File: src/rtl/writeback_arbiter.sv
// Register-file writeback stage: merges priority ALU results with a FIFO of memory results,
// keeping per-register write order. Optional stall statistics under `WB_STATS_EN`.
module writeback_arbiter #(
    parameter int unsigned DATA_W     = 32,
    parameter int unsigned ADDR_W     = 6,
    parameter int unsigned FIFO_DEPTH = 4
) (
    input  logic              Slow_Clock,
    input  logic              Reset,
    input  logic              ALU_Valid,
    input  logic [ADDR_W-1:0] ALU_Reg,
    input  logic [DATA_W-1:0] ALU_Data,
    output logic              Stall_ALU,
    input  logic              Mem_Valid,
    output logic              Mem_Ready,
    input  logic [ADDR_W-1:0] Mem_Reg,
    input  logic [DATA_W-1:0] Mem_Data,
    input  logic [ADDR_W-1:0] Query_Reg,
    output logic              Query_Pending,
    output logic              Reg_Write,
    output logic [ADDR_W-1:0] Reg_WR,
    output logic [DATA_W-1:0] Write_Data,
    output logic [15:0]       Stall_Count
);

    localparam int unsigned PTR_W = (FIFO_DEPTH > 1) ? $clog2(FIFO_DEPTH) : 1;
    localparam int unsigned CNT_W = PTR_W + 1;

    logic [ADDR_W-1:0]     fifo_reg_q  [FIFO_DEPTH];
    logic [DATA_W-1:0]     fifo_data_q [FIFO_DEPTH];
    logic [FIFO_DEPTH-1:0] fifo_valid_q, fifo_valid_d;
    logic [PTR_W-1:0]      rd_ptr_q, wr_ptr_q;
    logic [CNT_W-1:0]      count_q, count_d;

    logic              reg_write_q, reg_write_d;
    logic [ADDR_W-1:0] reg_wr_q, reg_wr_d;
    logic [DATA_W-1:0] write_data_q, write_data_d;

    logic fifo_full, fifo_empty, waw_hit, query_hit;
    logic push, pop, take_alu, stall_alu;

    always_comb begin
        fifo_full  = (count_q == CNT_W'(FIFO_DEPTH));
        fifo_empty = (count_q == '0);
        waw_hit    = 1'b0;
        query_hit  = 1'b0;
        for (int unsigned i = 0; i < FIFO_DEPTH; i++) begin
            if (fifo_valid_q[i] && (fifo_reg_q[i] == ALU_Reg)) waw_hit = 1'b1;
            if (fifo_valid_q[i] && (fifo_reg_q[i] == Query_Reg)) query_hit = 1'b1;
        end
        // Register 0 is never a real destination
        if (ALU_Reg == '0) waw_hit = 1'b0;
        if (Query_Reg == '0) query_hit = 1'b0;
    end

    always_comb begin
        pop       = 1'b0;
        take_alu  = 1'b0;
        stall_alu = 1'b0;
        if (fifo_full) begin
            pop       = 1'b1;
            stall_alu = ALU_Valid;
        end else if (ALU_Valid && waw_hit) begin
            pop       = 1'b1;
            stall_alu = 1'b1;
        end else if (ALU_Valid) begin
            take_alu = 1'b1;
        end else if (!fifo_empty) begin
            pop = 1'b1;
        end
        if (Reset) stall_alu = 1'b0;
    end

    assign Mem_Ready     = !Reset && !fifo_full;
    assign Stall_ALU     = stall_alu;
    assign Query_Pending = query_hit;
    // Handshake to reg 0 completes but nothing is enqueued
    assign push          = Mem_Valid && Mem_Ready && (Mem_Reg != '0);

    always_comb begin
        fifo_valid_d = fifo_valid_q;
        if (pop)  fifo_valid_d[rd_ptr_q] = 1'b0;
        if (push) fifo_valid_d[wr_ptr_q] = 1'b1;
        count_d = count_q;
        if (push && !pop) begin
            count_d = count_q + CNT_W'(1);
        end else if (!push && pop) begin
            count_d = count_q - CNT_W'(1);
        end
    end

    always_comb begin
        reg_write_d  = 1'b0;
        reg_wr_d     = reg_wr_q;
        write_data_d = write_data_q;
        if (take_alu) begin
            if (ALU_Reg != '0) begin
                reg_write_d  = 1'b1;
                reg_wr_d     = ALU_Reg;
                write_data_d = ALU_Data;
            end
        end else if (pop) begin
            reg_write_d  = 1'b1;
            reg_wr_d     = fifo_reg_q[rd_ptr_q];
            write_data_d = fifo_data_q[rd_ptr_q];
        end
    end

    always_ff @(posedge Slow_Clock or posedge Reset) begin
        if (Reset) begin
            fifo_valid_q <= '0;
            rd_ptr_q     <= '0;
            wr_ptr_q     <= '0;
            count_q      <= '0;
            reg_write_q  <= 1'b0;
            reg_wr_q     <= '0;
            write_data_q <= '0;
        end else begin
            fifo_valid_q <= fifo_valid_d;
            count_q      <= count_d;
            if (pop)  rd_ptr_q <= rd_ptr_q + PTR_W'(1);
            if (push) wr_ptr_q <= wr_ptr_q + PTR_W'(1);
            reg_write_q  <= reg_write_d;
            reg_wr_q     <= reg_wr_d;
            write_data_q <= write_data_d;
        end
    end

    // Payload storage needs no reset; validity is tracked separately
    always_ff @(posedge Slow_Clock) begin
        if (push) begin
            fifo_reg_q[wr_ptr_q]  <= Mem_Reg;
            fifo_data_q[wr_ptr_q] <= Mem_Data;
        end
    end

    assign Reg_Write  = reg_write_q;
    assign Reg_WR     = reg_wr_q;
    assign Write_Data = write_data_q;

`ifdef WB_STATS_EN
    logic [15:0] stall_count_q;

    always_ff @(posedge Slow_Clock or posedge Reset) begin
        if (Reset) begin
            stall_count_q <= '0;
        end else if (stall_alu && (stall_count_q != 16'hFFFF)) begin
            stall_count_q <= stall_count_q + 16'd1;
        end
    end

    assign Stall_Count = stall_count_q;
`else
    assign Stall_Count = 16'h0000;
`endif

endmodule
File: config.mk
export PLATFORM = sky130hd
export DESIGN_NAME = writeback_arbiter
export DESIGN_NICKNAME = d
export VERILOG_FILES = /design/src/rtl/writeback_arbiter.sv
export SDC_FILE = /design/constraint.sdc
export NUM_CORES = 1
export LEC_CHECK = 0
export ABC_AREA = 1
export ABC_CLOCK_PERIOD_IN_PS = 5500
export CORE_MARGIN = 1
export CORE_UTILIZATION = 52
export DETAILED_ROUTE_END_ITERATION = 8
export DONT_BUFFER_PORTS = 1
export PLACE_DENSITY = 0.67
export SETUP_SLACK_MARGIN = 0.2
export SLEW_MARGIN = 5
export SYNTH_ARGS = -nofsm -noshare
export SYNTH_HDL_FRONTEND = slang
export SYNTH_SLANG_ARGS = --single-unit
File: constraint.sdc
create_clock -name Slow_Clock -period 5.5 [get_ports Slow_Clock]
set_input_delay 1.375 -clock Slow_Clock [delete_from_list [all_inputs] [get_ports Slow_Clock]]
set_output_delay 1.375 -clock Slow_Clock [all_outputs]
set_load 0.02 [all_outputs]
==> reports/qor.csv <==
metric;value;unit
post-DP HPWL;14500;um
Resize count post-CTS;0;
clock network latency to the later pin of the worst-skew pair;0.50;ns
Startpoint Class;input pin;
Cell Area, Synth;9250;um^2
leakage;0.00411;uW
Clk pwr share;28.1;%
Int Power;3320;uW
ANT cells;0;
top_reg_cell synth;edfxtp_1;
drt total wl;23800;um
Worst Skew;0.00763;ns
setup TNS;0;ns
Hold Crit Class;flip-flop to flip-flop;
GR Util All Layers;26.8;%
largest area contributor in the synthesized netlist;edfxtp_1;
share of cells above drive strength 1;6.86;%
most common cell in the netlist;nand2_1;
final setup violating endpoints;0;
Distinct cells, synth;33;
Top Metal Used;met5;
Slew headroom;35.7;%
status;finished clean;
sequential share of power;43.6;%
FFs w/ async S/R, synth;24.8;%
routed vias/inst;5.88;
number of port buffers;0;
Synth top cells by count;nand2_1, edfxtp_1, nor2_1;
filler cell count;1488;
pwr dens;525;nW/um^2
Max Fanout on Critical Path;7;
Final period util;72.9;%
synth warn;0;
Post-DRT Antenna Nets;0;
Hold Slack;0.491;ns
Die Y;135;um
die width;135;um
Synth-to-Final Area Change;9.11;%
Max clock buf depth;3;
CP endpoint kind;output pin;
final worst path period need;4.01;ns
grt total ovfl;0;
cell count after synthesis;930;
crit path kind;input pin to output pin;
die area;18300;um^2
# clock sinks;202;
Std-Cell Rows;48;
total length of routed met2 wires;11000;um
Avg WL per Cell;20.6;um
flops & latches, synth;202;
met3 routed WL;2230;um
P_sw;1980;uW
Fmax;250;MHz
Reg clk slew, reported paths;0.06;ns
Worst EP arrival;2.63;ns
root buffer cell;clkbuf_16;
Post-synth EDFFs;152;
Worst-Margin Slew;0.961;ns
Logic pwr share;28.3;%
Avg Cell Area, Syn;9.95;um^2
DR vias;6808;
Ports;144;
Seq/Total Area, Yosys;62.8;%
vias in the first global route;6640;
hold_buf cts;0;
CTS tree;built;
# Max-Cap Violations;0;
starting density of the core;53.3;%
pin count of the biggest net entering global routing;76;
drc violations;0;
Worst EP required;4.12;ns
CTS buffer count;22;
Final Hold Violating Endpoints;0;
M1 wire length;9930;um
Final Max Slew Viols;0;
Yosys top cell area share;49.3;%
initial antenna violation count;1;
Final nets;1013;
CTS H-tree lvls;1;
Area contributors post-synth;edfxtp_1, dfrtp_1, nand2_1;
core area;17400;um^2
Setup Buffers After CTS;0;
gpl congestion;0.932;
drt initial violations;545;
Pre-antenna DRT Iters;5;
sw frac;37.4;%
RSZ-0062 raised after global routing;no;
Peak supply drop;0.327;mV
first-pass GRT wire length;37000;um
worst paths after layout:
kind                             startpoint         endpoint  slack [ns]  depth (start not counted)
max                              ALU_Reg[3]        Stall_ALU        1.49                          9
min                         fifo_valid_q[3]  fifo_valid_q[3]        0.49                          2
max reg2reg                fifo_reg_q[2][2]       count_q[2]        2.44                         18
min reg2reg                 fifo_valid_q[3]  fifo_valid_q[3]        0.49                          2
max in group asynchronous             Reset      rd_ptr_q[0]        3.93                          2
min in group asynchronous             Reset        Reg_WR[2]        0.70                          1
layout by cell type, fill, tap and decap left out, types with 4 or more instances in the layout:
cell type and n:
xor2_1 5, inv_1 37, nor2_1 92, nor4_1 5
o211ai_1 4, conb_1 16, o22ai_1 39, ha_1 9
nand3_1 48, o21ai_0 81, a21oi_1 17, nand4_1 42
xnor2_1 4, edfxtp_1 152, dfrtp_1 49, nand2_1 248
buf_4 17, clkbuf_1 7, inv_2 9, clkbuf_16 23
metrics by stage:
step	std cells	setup WS, ns	total power, uW	area, um^2	utilization, %
finish	1158	1.49	5300	10100	58.2
global route	1158	1.37	5620	10100	58.2
CTS	1158	1.49	5320	10100	58.2
detailed placement	1118	1.49	3830	9370	54.0
global placement	1118	1.51	3800	9370	54.0
floorplan	945	1.30	3410	9310	-
critical path: stages:
cell and delay, ns:
inv_2 0.09, nor2_1 0.05, a21oi_1 0.13, nand2_1 0.07
nor2_1 0.08, nor2_1 0.05, nand2_1 0.11, nand2_2 0.08
a211oi_1 0.59
per-layer routing:
layer / GRT usage [%] / vias up
li1: - / 3165
met2: 42.8 / 337
met1: 36.2 / 3253
met3: 5.76 / 51
met4: 9.18 / 2
met5: 0 / -
power by group through the flow:
| stage | clock network, uW | registers (uW) | logic [uW] |
|---|---|---|---|
| 2_1_floorplan | 0 | 2280 | 1130 |
| 3_3_place_gp | 0 | 2340 | 1460 |
| 3_5_place_dp | 0 | 2330 | 1500 |
| 4_1_cts | 1510 | 2310 | 1500 |
| 5_1_grt | 1570 | 2340 | 1710 |
| 6_report | 1490 | 2310 | 1500 |
flip-flops by register name, indices dropped and copies added (netlist names):
signal,cells
fifo_data_q,128
Write_Data,32
fifo_reg_q,24
Reg_WR,6
fifo_valid_q,4
count_q,3
rd_ptr_q,2
wr_ptr_q,2
Reg_Write,1
area by class of cell:
class / instances / area [um^2] / share of cell area (%)
Timing Repair Buffer: 17 / 128 / 1.26
Inverter: 46 / 173 / 1.71
Clock buffer: 30 / 602 / 5.96
Clock inverter: 10 / 130 / 1.29
Sequential cell: 202 / 5820 / 57.6
Multi-Input combinational cell: 628 / 2970 / 29.4
Tap cell: 225 / 282 / 2.79
kinds of logic (layout without fill, tap and decap cells):
family,count (synthesis),after routing,synth area share [%]
mux,1,1,0.122
simple gates,443,443,20.1
flops,202,202,62.8
buf+inv,115,103,5.73
xor+xnor,9,9,0.852
fa+ha+maj,10,10,1.43
other cells,1,16,0.0405
compound gates,149,149,8.90
Note: power is estimated with default switching activity, not from simulation.
